<file path="src/rtl/axi_stream_arbiter.sv">
// Packet-granular round-robin N:1 AXI-Stream arbiter with one registered output stage.
// A granted requester keeps the output until its TLAST beat is accepted.
module axi_stream_arbiter #(
  parameter int N_INPUTS    = 4,
  parameter int TDATA_WIDTH = 16,
  parameter int TID_WIDTH   = 2,
  parameter int TDEST_WIDTH = 3,
  parameter int TUSER_WIDTH = 8,
  localparam int KW = TDATA_WIDTH / 8,
  localparam int GW = $clog2(N_INPUTS)
) (
  input  logic                            aclk,
  input  logic                            areset,
  input  logic [N_INPUTS-1:0]             s_tvalid,
  output logic [N_INPUTS-1:0]             s_tready,
  input  logic [N_INPUTS*TDATA_WIDTH-1:0] s_tdata,
  input  logic [N_INPUTS*TID_WIDTH-1:0]   s_tid,
  input  logic [N_INPUTS*TDEST_WIDTH-1:0] s_tdest,
  input  logic [N_INPUTS*TUSER_WIDTH-1:0] s_tuser,
  input  logic [N_INPUTS*KW-1:0]          s_tkeep,
  input  logic [N_INPUTS*KW-1:0]          s_tstrb,
  input  logic [N_INPUTS-1:0]             s_tlast,
  input  logic [N_INPUTS-1:0]             s_twakeup,
  output logic                            m_tvalid,
  input  logic                            m_tready,
  output logic [TDATA_WIDTH-1:0]          m_tdata,
  output logic [TID_WIDTH-1:0]            m_tid,
  output logic [TDEST_WIDTH-1:0]          m_tdest,
  output logic [TUSER_WIDTH-1:0]          m_tuser,
  output logic [KW-1:0]                   m_tkeep,
  output logic [KW-1:0]                   m_tstrb,
  output logic                            m_tlast,
  output logic                            m_twakeup,
  output logic [GW-1:0]                   grant,
  output logic                            busy
);

  typedef enum logic [0:0] {IDLE = 1'b0, PASS = 1'b1} state_t;

  state_t                 state_r;
  logic [GW-1:0]          rr_ptr_r;
  logic [GW-1:0]          cand_s;
  logic [GW-1:0]          pick_s;
  logic                   found_s;
  logic                   out_ready_s;
  logic                   accept_s;
  logic [TDATA_WIDTH-1:0] sel_tdata_s;
  logic [TID_WIDTH-1:0]   sel_tid_s;
  logic [TDEST_WIDTH-1:0] sel_tdest_s;
  logic [TUSER_WIDTH-1:0] sel_tuser_s;
  logic [KW-1:0]          sel_tkeep_s;
  logic [KW-1:0]          sel_tstrb_s;
  logic                   sel_tlast_s;
  logic                   sel_tvalid_s;

  // Round-robin search: first valid requester strictly after the previous owner.
  always_comb begin
    cand_s  = {GW{1'b0}};
    pick_s  = rr_ptr_r;
    found_s = 1'b0;
    for (int k = 1; k <= N_INPUTS; k++) begin
      cand_s = GW'((int'(rr_ptr_r) + k) % N_INPUTS);
      if (!found_s && s_tvalid[cand_s]) begin
        pick_s  = cand_s;
        found_s = 1'b1;
      end else begin
        found_s = found_s;
      end
    end
  end

  // AND-OR mux of the granted requester's slice of every field.
  always_comb begin
    sel_tdata_s  = {TDATA_WIDTH{1'b0}};
    sel_tid_s    = {TID_WIDTH{1'b0}};
    sel_tdest_s  = {TDEST_WIDTH{1'b0}};
    sel_tuser_s  = {TUSER_WIDTH{1'b0}};
    sel_tkeep_s  = {KW{1'b0}};
    sel_tstrb_s  = {KW{1'b0}};
    sel_tlast_s  = 1'b0;
    sel_tvalid_s = 1'b0;
    for (int i = 0; i < N_INPUTS; i++) begin
      sel_tdata_s  |= s_tdata[i*TDATA_WIDTH +: TDATA_WIDTH] & {TDATA_WIDTH{grant == GW'(i)}};
      sel_tid_s    |= s_tid[i*TID_WIDTH +: TID_WIDTH]       & {TID_WIDTH{grant == GW'(i)}};
      sel_tdest_s  |= s_tdest[i*TDEST_WIDTH +: TDEST_WIDTH] & {TDEST_WIDTH{grant == GW'(i)}};
      sel_tuser_s  |= s_tuser[i*TUSER_WIDTH +: TUSER_WIDTH] & {TUSER_WIDTH{grant == GW'(i)}};
      sel_tkeep_s  |= s_tkeep[i*KW +: KW]                   & {KW{grant == GW'(i)}};
      sel_tstrb_s  |= s_tstrb[i*KW +: KW]                   & {KW{grant == GW'(i)}};
      sel_tlast_s  |= s_tlast[i]  & (grant == GW'(i));
      sel_tvalid_s |= s_tvalid[i] & (grant == GW'(i));
    end
  end

  // Only the owner sees ready, and only when the output register can take a beat.
  always_comb begin
    out_ready_s = !m_tvalid || m_tready;
    accept_s    = (state_r == PASS) && sel_tvalid_s && out_ready_s;
    for (int i = 0; i < N_INPUTS; i++) begin
      s_tready[i] = (state_r == PASS) && (grant == GW'(i)) && out_ready_s;
    end
  end

  // Arbitration FSM together with the output register stage and wakeup.
  always_ff @(posedge aclk) begin
    if (areset) begin
      state_r   <= IDLE;
      busy      <= 1'b0;
      grant     <= {GW{1'b0}};
      rr_ptr_r  <= GW'(N_INPUTS - 1);
      m_tvalid  <= 1'b0;
      m_tdata   <= {TDATA_WIDTH{1'b0}};
      m_tid     <= {TID_WIDTH{1'b0}};
      m_tdest   <= {TDEST_WIDTH{1'b0}};
      m_tuser   <= {TUSER_WIDTH{1'b0}};
      m_tkeep   <= {KW{1'b0}};
      m_tstrb   <= {KW{1'b0}};
      m_tlast   <= 1'b0;
      m_twakeup <= 1'b0;
    end else begin
      m_twakeup <= (|s_twakeup) || busy || m_tvalid;
      if (accept_s) begin
        m_tvalid <= 1'b1;
        m_tdata  <= sel_tdata_s;
        m_tid    <= sel_tid_s;
        m_tdest  <= sel_tdest_s;
        m_tuser  <= sel_tuser_s;
        m_tkeep  <= sel_tkeep_s;
        m_tstrb  <= sel_tstrb_s;
        m_tlast  <= sel_tlast_s;
      end else if (m_tready) begin
        m_tvalid <= 1'b0;
      end
      case (state_r)
        IDLE: begin
          if (found_s) begin
            grant   <= pick_s;
            state_r <= PASS;
            busy    <= 1'b1;
          end
        end
        PASS: begin
          if (accept_s && sel_tlast_s) begin
            rr_ptr_r <= grant;
            state_r  <= IDLE;
            busy     <= 1'b0;
          end
        end
        default: begin
          state_r <= IDLE;
          busy    <= 1'b0;
        end
      endcase
    end
  end

endmodule

</file>
<file path="config.mk">
export PLATFORM = sky130hd
export DESIGN_NAME = axi_stream_arbiter
export DESIGN_NICKNAME = d
export VERILOG_FILES = /design/src/rtl/axi_stream_arbiter.sv
export SDC_FILE = /design/constraint.sdc
export NUM_CORES = 1
export LEC_CHECK = 0
export CORE_AREA = 4 4 86 88
export CTS_BUF_LIST = sky130_fd_sc_hd__clkbuf_4 sky130_fd_sc_hd__clkbuf_8
export DETAILED_ROUTE_END_ITERATION = 7
export DIE_AREA = 0 0 90 92
export PLACE_DENSITY = 0.91
export SYNTH_ARGS = -nofsm -noshare
export SYNTH_HDL_FRONTEND = slang
export SYNTH_SLANG_ARGS = --single-unit
</file>
<file path="constraint.sdc">
create_clock -name aclk -period 4.2 [get_ports aclk]
set_clock_uncertainty 0.1 [all_clocks]
set_input_delay 0.84 -clock aclk [delete_from_list [all_inputs] [get_ports aclk]]
set_output_delay 0.84 -clock aclk [all_outputs]
set_load 0.01 [all_outputs]
</file>
**Word-level counts from Yosys, hierarchy flattened**

Index checks and enable logic that the tools add are counted.

- Memories: 0
- Output and inout port bits: 43
- Bits in writable memories: 0
- Input port bits: 147
- Logic and storage cells: 134
- Bits in registers: 42
- Latch bits: 0
- Bits in read-only memories: 0

- Reduce and logical (&&, ||, !) cells: 27
- Mux-type cells: 24
- Shift operators: 0
- $mul: 0
- Add/subtract/negate cells: 4
- Order comparisons: 4
- Bitwise logic cells: 57
- Equality and inequality tests: 5
- Div/mod/pow operators: 0

Operators with widths:

| kind | number |
|---|---|
| $and A16 B16 Y16 | 4 |
| $or A16 B16 Y16 | 3 |
| $and A8 B8 Y8 | 4 |
| $and A2 B2 Y2 | 12 |
| $or A8 B8 Y8 | 3 |
| $or A2 B2 Y2 | 9 |
| $logic_and A1 B1 Y1 | 14 |
| $mux W1 | 14 |
| $and A3 B3 Y3 | 4 |
| $lt A2 B3 Y1 const B | 4 |
| $or A3 B3 Y3 | 3 |
| $and A1 B1 Y1 | 8 |
| $bmux W1 S2 | 4 |
| $mux W2 | 4 |
| $or A1 B1 Y1 | 6 |
| $reduce_and A2 Y1 | 3 |
| $add A2 B1 Y2 const B | 2 |
| $add A2 B2 Y2 const B | 2 |
| $eq A2 B2 Y1 const B | 2 |
| $logic_not A1 Y1 | 4 |
| $pmux W1 S2 | 2 |
| $reduce_or A4 Y1 | 1 |
| $logic_or A1 B1 Y1 | 3 |
| $eq A2 B1 Y1 const B | 1 |
| 5 further kinds | 5 |

**Longest topological paths before layout**

Gate-level depths: netlist of run 1.

- Word-level depth: 15
- Depth in mapped cells: 6
- Gate-level depth less buffers: 4

**Least setup slack after synthesis of run 1**

Ideal clock, no wire load.

- Kind: in2out
- Start point: in m_tready
- End point: out s_tready[0]
- Path buffers: 0
- Data required time: 3260 ps
- Slack: 1884 ps
- Arrival: 1376 ps
- Cell stages on the path: 3
- Cell sequence: nand2b_1 -> nand2_1 -> nor3_1

- Longest elaborated chain between the ends: 2

Ends and longest elaborated chain:

| element | RTL line | text |
|---|---|---|
| from (decl) | 25 | `input logic m_tready,` |
| $logic_or A1 B1 Y1 | 96 | `out_ready_s = !m_tvalid \|\| m_tready;` |
| $logic_and A1 B1 Y1 | 99 | `s_tready[i] = (state_r == PASS) && (grant == GW'(i)) && out_ready_s;` |
| to (decl) | 15 | `output logic [N_INPUTS-1:0] s_tready,` |

No other way between the ends.

**Worst setup path after layout of run 1**

Same ends and word-level chain as after synthesis.

==> summary.txt, run 1 <==
Outcome
  – Outcome: finished clean

Power
  – Peak supply drop: 147 uV
  – Pwr dens: between 200 and 300 nW/um^2
  – Leakage power: between 1.5 and 2 nW

Clock tree
  – Clock sink total: 42
  – CTS tree: done
  – Cts bufs inserted: 5
  – Cts repair resizes: 0
  – Clock transition at path regs: ~80 ps
  – CTS Root Cell: clkbuf_8
  – H-tree lvl count: 2
  – Post-CTS Setup Inserts: 0
  – CTS Hold Bufs: 0
  – Clk_lat worst skew: approximately 280 ps
  – Maximum clock path buffer count: 2

Detailed routing
  – Detailed Route Iter0 Violations: between 40 and 50
  – DRC: 0
  – Via Count: around 2600
  – Final antenna-violating net count: 0
  – Vias/cell: between 5 and 6
  – Total wire length: between 8 and 9 mm
  – 1st-pass router iterations: 4
  – Routed WL per cell: roughly 16 um

Die
  – Die W: about 90 um
  – Die area: slightly above 8000 um^2
  – # IOs: 190
  – Chip height: a little over 90 um
  – Total core area: ~6600 um^2
  – Row cnt: 30
  – Starting Density: 0.362

Synth
  – Most frequent cell after synthesis: nand2_1
  – Mapped Area: ~2400 um^2
  – Cell taking the most area after synthesis: dfxtp_1
  – Syn Area/Cell: slightly below 10 um^2
  – Seq/Total Area, Yosys: 0.349
  – Synth Register Bits: 42
  – Yosys top cell area share: 0.349
  – Syn_nets: between 300 and 400
  – Synth top cells by count: 70 x nand2_1, 42 x a21oi_1, 42 x dfxtp_1
  – Main synth FF type: dfxtp_1
  – Post-synth EDFFs: 0
  – Syn. warnings: 0
  – Unique masters post-synth: 22
  – Post-Syn Instances: roughly 240
  – Dominant cells by area after synthesis: dfxtp_1 35%, mux4_2 33%, nand2_1 11%
  – FFs w/ async S/R, synth: 0

STA
  – Endpoints failing hold: 0
  – RSZ-0062 raised after global routing: no
  – Final Max Slew Viols: 0
  – Setup-failing EPs final: 0
  – Period Utilization, post-route: 0.779
  – Worst hold margin: ~360 ps
  – Final min period: between 3000 and 4000 ps
  – Worst Max-Slew Pin Slew: 798 ps
  – Max Clk Rate: 306 MHz
  – Max transition margin: 0.468
  – TNS Setup: 0 ps

Global routing
  – Vias in the first global route: between 2000 and 3000
  – First-pass GRT wire length: 13.2 mm
  – Total grt overflow: 0
  – Total track usage: 0.199
  – Initial antenna violation count: 1
  – Largest net degree at the start of global routing: 45

Setup path
  – CP max stage cell: clkdlybuf4s50_1
  – Worst reg2reg endpoint: m_tdata[4]
  – WP data arrival: between 2000 and 2500 ps
  – CP Depth: 5
  – Critical Path Max Stage Delay: 570 ps
  – R2R cell count: 5
  – CP bufs+invs: 2
  – Critical path capture point type: primary output
  – Most used cell, CP: clkdlybuf4s50_1
  – Worst reg2reg startpoint: grant[1]
  – Worst Path Required: around 3300 ps
  – CP top delay family: buffers and inverters
  – Kind of critical path: in2out
  – CP cell instances: clkdlybuf4s50_1 -> nand2b_1 -> nand2_1 -> nor3_1 -> clkdlybuf4s50_1
  – R2r setup slk: approximately 1600 ps
  – Crit path launch type: input pin
  – Critical path fanouts, max: 6

Final layout
  – Final cell count without fillers: 503
  – Fraction of layout cells with a size suffix above 1: 0.118
  – Fillers: 520
  – Sequential Area: about 840 um^2
  – Post-synthesis to final-layout area growth: 82.7%
  – Multi-input logic area: roughly 1400 um^2
  – # nets final: between 500 and 600

Hold path
  – Hold crit path type: reg2reg
  – WHS Path Cells: 2
  – Hold EP: m_tkeep[0]
  – Hold wc startpoint: m_tkeep[0]

Place
  – GPL Wtd Cong: a little under 0.8
  – Placed Cells: between 400 and 500
  – Placed wire-length estimate: about 6.7 mm
  – Port Buffer Count: 189

Job
  – Max-Cap Viols: 0
-- cells in the final DEF (no fill, tap or decap), types with 2 or more instances in the layout --
master           count
clkdlybuf4s50_1    188
nand2_1             70
a21oi_1             42
dfxtp_1             40
mux4_2              35
nor2_1              13
clkbuf_8             8
nand2b_1             4
nor3_1               4
buf_4                3
inv_1                2
a211oi_1             2
dfxtp_2              2
-- stage by stage --
stage	instance area (um^2)	util	setup slack, ps	total power [W]
after detailed placement	4290	0.645	909	0.000913
after global placement	4290	0.645	992	0.000900
after CTS	4400	0.662	904	0.00121
after global routing	4400	0.662	798	0.00127
after floorplan	2410	-	1880	0.000686
final	4400	0.662	930	0.00119
-- cell type report --
cell class                 count  share of cell area
tap                           80              0.0228
sequential                    42               0.192
inverter                       2             0.00171
clock buffer                   8              0.0250
antenna                        1            0.000569
timing repair buffer         192               0.434
multi-input combinational    178               0.324
-- sequential cells by signal (all words and copies together) (netlist names) --
signal / cells
rr_ptr_r: 2
m_twakeup: 1
m_tuser: 8
m_tid: 2
state_r: 1
m_tlast: 1
busy: 1
m_tvalid: 1
grant: 2
m_tkeep: 2
m_tstrb: 2
m_tdata: 16
m_tdest: 3
-- routing by layer --
metal	global-route usage	vias up	share of wire
met5	0	-	0
met4	0.0587	0	0.019
met3	0.0837	16	0.10
met2	0.381	140	0.53
met1	0.192	1232	0.35
li1	-	1236	-
-- power by group --
group,switching (W),internal (W),total [W],leakage [nW]
Sequential,0.0000386,0.000432,0.000471,0.344
Clock,0.000130,0.000166,0.000296,0.0575
Combinational,0.000144,0.000283,0.000427,1.12
-- worst max-delay path by stage --
stage | start | end | slack, ps
4_1_cts | m_tready | s_tready[0] | 900
2_1_floorplan | m_tready | s_tready[0] | 1880
3_5_place_dp | m_tready | s_tready[0] | 910
5_1_grt | m_tready | s_tready[0] | 800
3_3_place_gp | m_tready | s_tready[3] | 990
6_report | m_tready | s_tready[0] | 930
-- worst register-to-register path, cell delays in order, from the launching register on --
cell and delay, ps:
dfxtp_2 640, buf_4 390, mux4_2 610, nand3_2 510
nand2_1 120, a21oi_1 200
-- cells by family (layout without fill, tap and decap cells) --
logic type      Yosys count  count (layout)  share of synthesized area
simple gates             96              96                      0.162
compound gates           47              47                      0.103
buf+inv                  23             202                     0.0582
mux                      35              35                      0.327
other cells               0               1                          0
flops                    42              42                      0.349
Power figures use the tool's default switching activity.
==> run 2, diff against run 1 <==
--- a/config.mk
+++ b/config.mk
@@ -5,11 +5,11 @@
 export SDC_FILE = /design/constraint.sdc
 export NUM_CORES = 1
 export LEC_CHECK = 0
-export CORE_AREA = 4 4 86 88
+export CORE_AREA = 4 4 90 92
 export CTS_BUF_LIST = sky130_fd_sc_hd__clkbuf_4 sky130_fd_sc_hd__clkbuf_8
 export DETAILED_ROUTE_END_ITERATION = 7
-export DIE_AREA = 0 0 90 92
-export PLACE_DENSITY = 0.91
+export DIE_AREA = 0 0 94 96
+export PLACE_DENSITY = 0.84
 export SYNTH_ARGS = -nofsm -noshare
 export SYNTH_HDL_FRONTEND = slang
 export SYNTH_SLANG_ARGS = --single-unit
==> constraint.sdc (replaced) <==
create_clock -name aclk -period 3.3 [get_ports aclk]
set_clock_uncertainty 0.1 [all_clocks]
set_input_delay 0.66 -clock aclk [delete_from_list [all_inputs] [get_ports aclk]]
set_output_delay 0.66 -clock aclk [all_outputs]
set_load 0.01 [all_outputs]
==> summary.txt, run 2 (same netlist as run 1, synthesis figures left out) <==
Final layout
  – Top reg by flops: m_tdata (unchanged)
  – # diodes: 0 (was 1)
  – Fraction of layout cells with a size suffix above 1: 0.114 (was 0.118)
  – Most frequent cells in the layout: 188 x clkdlybuf4s50_1, 70 x nand2_1, 42 x a21oi_1 (unchanged)
  – Multi-input logic area: 1430 um^2 (unchanged)
  – # nets final: 568 (unchanged)
  – Final cell count without fillers: 519 (was 503)
  – Commonest non-fill, non-tap cell in the layout: clkdlybuf4s50_1 (unchanged)
  – Max FFs per register: 16 (unchanged)
  – Fillers: 618 (was 520)
  – Sequential Area: 843 um^2 (unchanged)
  – Design area: 4390 um^2 (was 4400 um^2)
  – Post-synthesis to final-layout area growth: 82.5% (was 82.7%)
  – Largest regs: m_tdata: 16 flops, m_tuser: 8 flops, m_tdest: 3 flops (unchanged)

Detailed routing
  – Met1 wire length: 2.89 mm (was 2.87 mm)
  – Via Count: 2599 (was 2624)
  – Detailed Route Iter0 Violations: 87 (was 47)
  – Top sig layer: met4 (unchanged)
  – DRC: 0 (unchanged)
  – WL met2: 4.59 mm (was 4.43 mm)
  – WL met3: 863 um (was 832 um)
  – Routed WL per cell: 16.2 um (was 16.5 um)
  – Total wire length: 8.42 mm (was 8.29 mm)
  – Final antenna-violating net count: 0 (unchanged)
  – 1st-pass router iterations: 5 (was 4)
  – Vias/cell: 5.01 (was 5.22)

Clock tree
  – Clock sink total: 42 (unchanged)
  – Cts bufs inserted: 5 (unchanged)
  – Post-CTS Setup Inserts: 0 (unchanged)
  – Maximum clock path buffer count: 2 (unchanged)
  – H-tree lvl count: 2 (unchanged)
  – CTS Root Cell: clkbuf_8 (unchanged)
  – Clk_lat worst skew: 280 ps (about the same)
  – Cts repair resizes: 0 (unchanged)
  – Clock transition at path regs: 80 ps (about the same)
  – CTS Hold Bufs: 0 (unchanged)
  – CTS tree: done (unchanged)

Setup path
  – Critical path capture point type: primary output (unchanged)
  – Most used cell, CP: clkdlybuf4s50_1 (unchanged)
  – WP data arrival: 2150 ps (was 2330 ps)
  – Critical path fanouts, max: 6 (unchanged)
  – Critical Path Max Stage Delay: 560 ps (was 570 ps)
  – Worst Path Required: 2540 ps (was 3260 ps)
  – Crit path launch type: input pin (unchanged)
  – CP bufs+invs: 2 (unchanged)
  – CP max stage cell: clkdlybuf4s50_1 (unchanged)
  – Kind of critical path: in2out (unchanged)
  – CP cell instances: clkdlybuf4s50_1 -> nand2b_1 -> nand2_1 -> nor3_1 -> clkdlybuf4s50_1 (unchanged)
  – CP top delay family: buffers and inverters (unchanged)

Power
  – Peak supply drop: 160 uV (was 147 uV)
  – Leakage power: 1.50 nW (was 1.52 nW)
  – Pwr dens: 334 nW/um^2 (was 271 nW/um^2)
  – Pwr Total: 0.00147 W (was 0.00119 W)

STA
  – Worst Max-Slew Pin Slew: 831 ps (was 798 ps)
  – Max transition margin: 0.446 (was 0.468)
  – Final min period: 2910 ps
  – Endpoints failing hold: 0 (unchanged)
  – Max Clk Rate: around 340 MHz
  – TNS Setup: 0 ps (unchanged)
  – Setup-failing EPs final: 0 (unchanged)
  – RSZ-0062 raised after global routing: no (unchanged)
  – Period Utilization, post-route: 0.882
  – Final Max Slew Viols: 0 (unchanged)

Place
  – GPL Wtd Cong: 0.732 (was 0.792)
  – DP Area: 4310 um^2 (was 4290 um^2)
  – Port Buffer Count: 189 (unchanged)
  – Placed Cells: 513 (was 494)
  – Placed wire-length estimate: 6.78 mm (was 6.72 mm)

Global routing
  – Largest net degree at the start of global routing: 45 (unchanged)
  – First-pass GRT wire length: 12.7 mm (was 13.2 mm)
  – Total track usage: 0.182 (was 0.199)
  – Initial antenna violation count: 0 (was 1)
  – Total grt overflow: 0 (unchanged)
  – Vias in the first global route: 2785 (was 2832)

Outcome
  – Outcome: finished clean (unchanged)

Die
  – Die W: 94 um (was 90 um)
  – Row cnt: 31 (was 30)
  – Chip height: 96 um (was 92 um)
  – Starting Density: 0.334 (was 0.362)
  – Total core area: 7210 um^2 (was 6640 um^2)
  – Die area: 9020 um^2 (was 8280 um^2)
  – # IOs: 190 (unchanged)

Hold path
  – Hold crit path type: reg2reg (unchanged)

Job
  – Max-Cap Viols: 0 (unchanged)
-- run 2: cell count changes in the layout (fill, tap and decap cells not counted) --
cell / change
clkbuf_8: -2
diode_2: -1
-- run 2: report_power, final --
group          internal (W)  leakage [nW]  total (W)  switching (W)
combinational      0.000360          1.12   0.000557       0.000197
sequential         0.000550         0.344   0.000585      0.0000348
clock              0.000162        0.0431   0.000324       0.000163
total               0.00107          1.50    0.00147       0.000394
-- run 2: cell type report --
| type | count | area share |
|---|---|---|
| Timing Repair Buffer | 192 | 0.435 |
| Multi-Input combinational cell | 178 | 0.325 |
| Clock buffer | 6 | 0.0188 |
| Tap cell | 99 | 0.0282 |
| Sequential cell | 42 | 0.192 |
| Inverter | 2 | 0.00171 |
-- run 2: through the flow --
| step | util | worst slack [ps] | hold WS [ps] |
|---|---|---|---|
| CTS | 0.609 | 395 | 356 |
| detailed placement | 0.597 | 401 | 345 |
| global placement | 0.597 | 456 | 341 |
| global route | 0.609 | 286 | 380 |
| finish | 0.609 | 391 | 352 |
| floorplan | - | 1290 | 381 |
-- run 2: routing by layer --
layer,vias up,GRT usage
li1,1230,-
met3,6,0.0672
met2,137,0.363
met1,1226,0.174
met5,-,0
met4,0,0.0469
-- run 2: worst reg2reg max path, cell delays in order (launching register included) --
cell,delay (ps)
dfxtp_2,590
mux4_2,620
nand3_2,520
nand2_1,130
a21oi_1,170
-- run 2: path summary, 6_finish.rpt --
kind                    start          end  slack [ps]  cells after the start
setup / recovery     m_tready  s_tready[2]         390                      5
hold reg to reg   m_tdata[13]  m_tdata[13]         350                      2
setup reg to reg     grant[1]  m_tdata[10]        1100                      4
hold / removal    m_tdata[13]  m_tdata[13]         350                      2
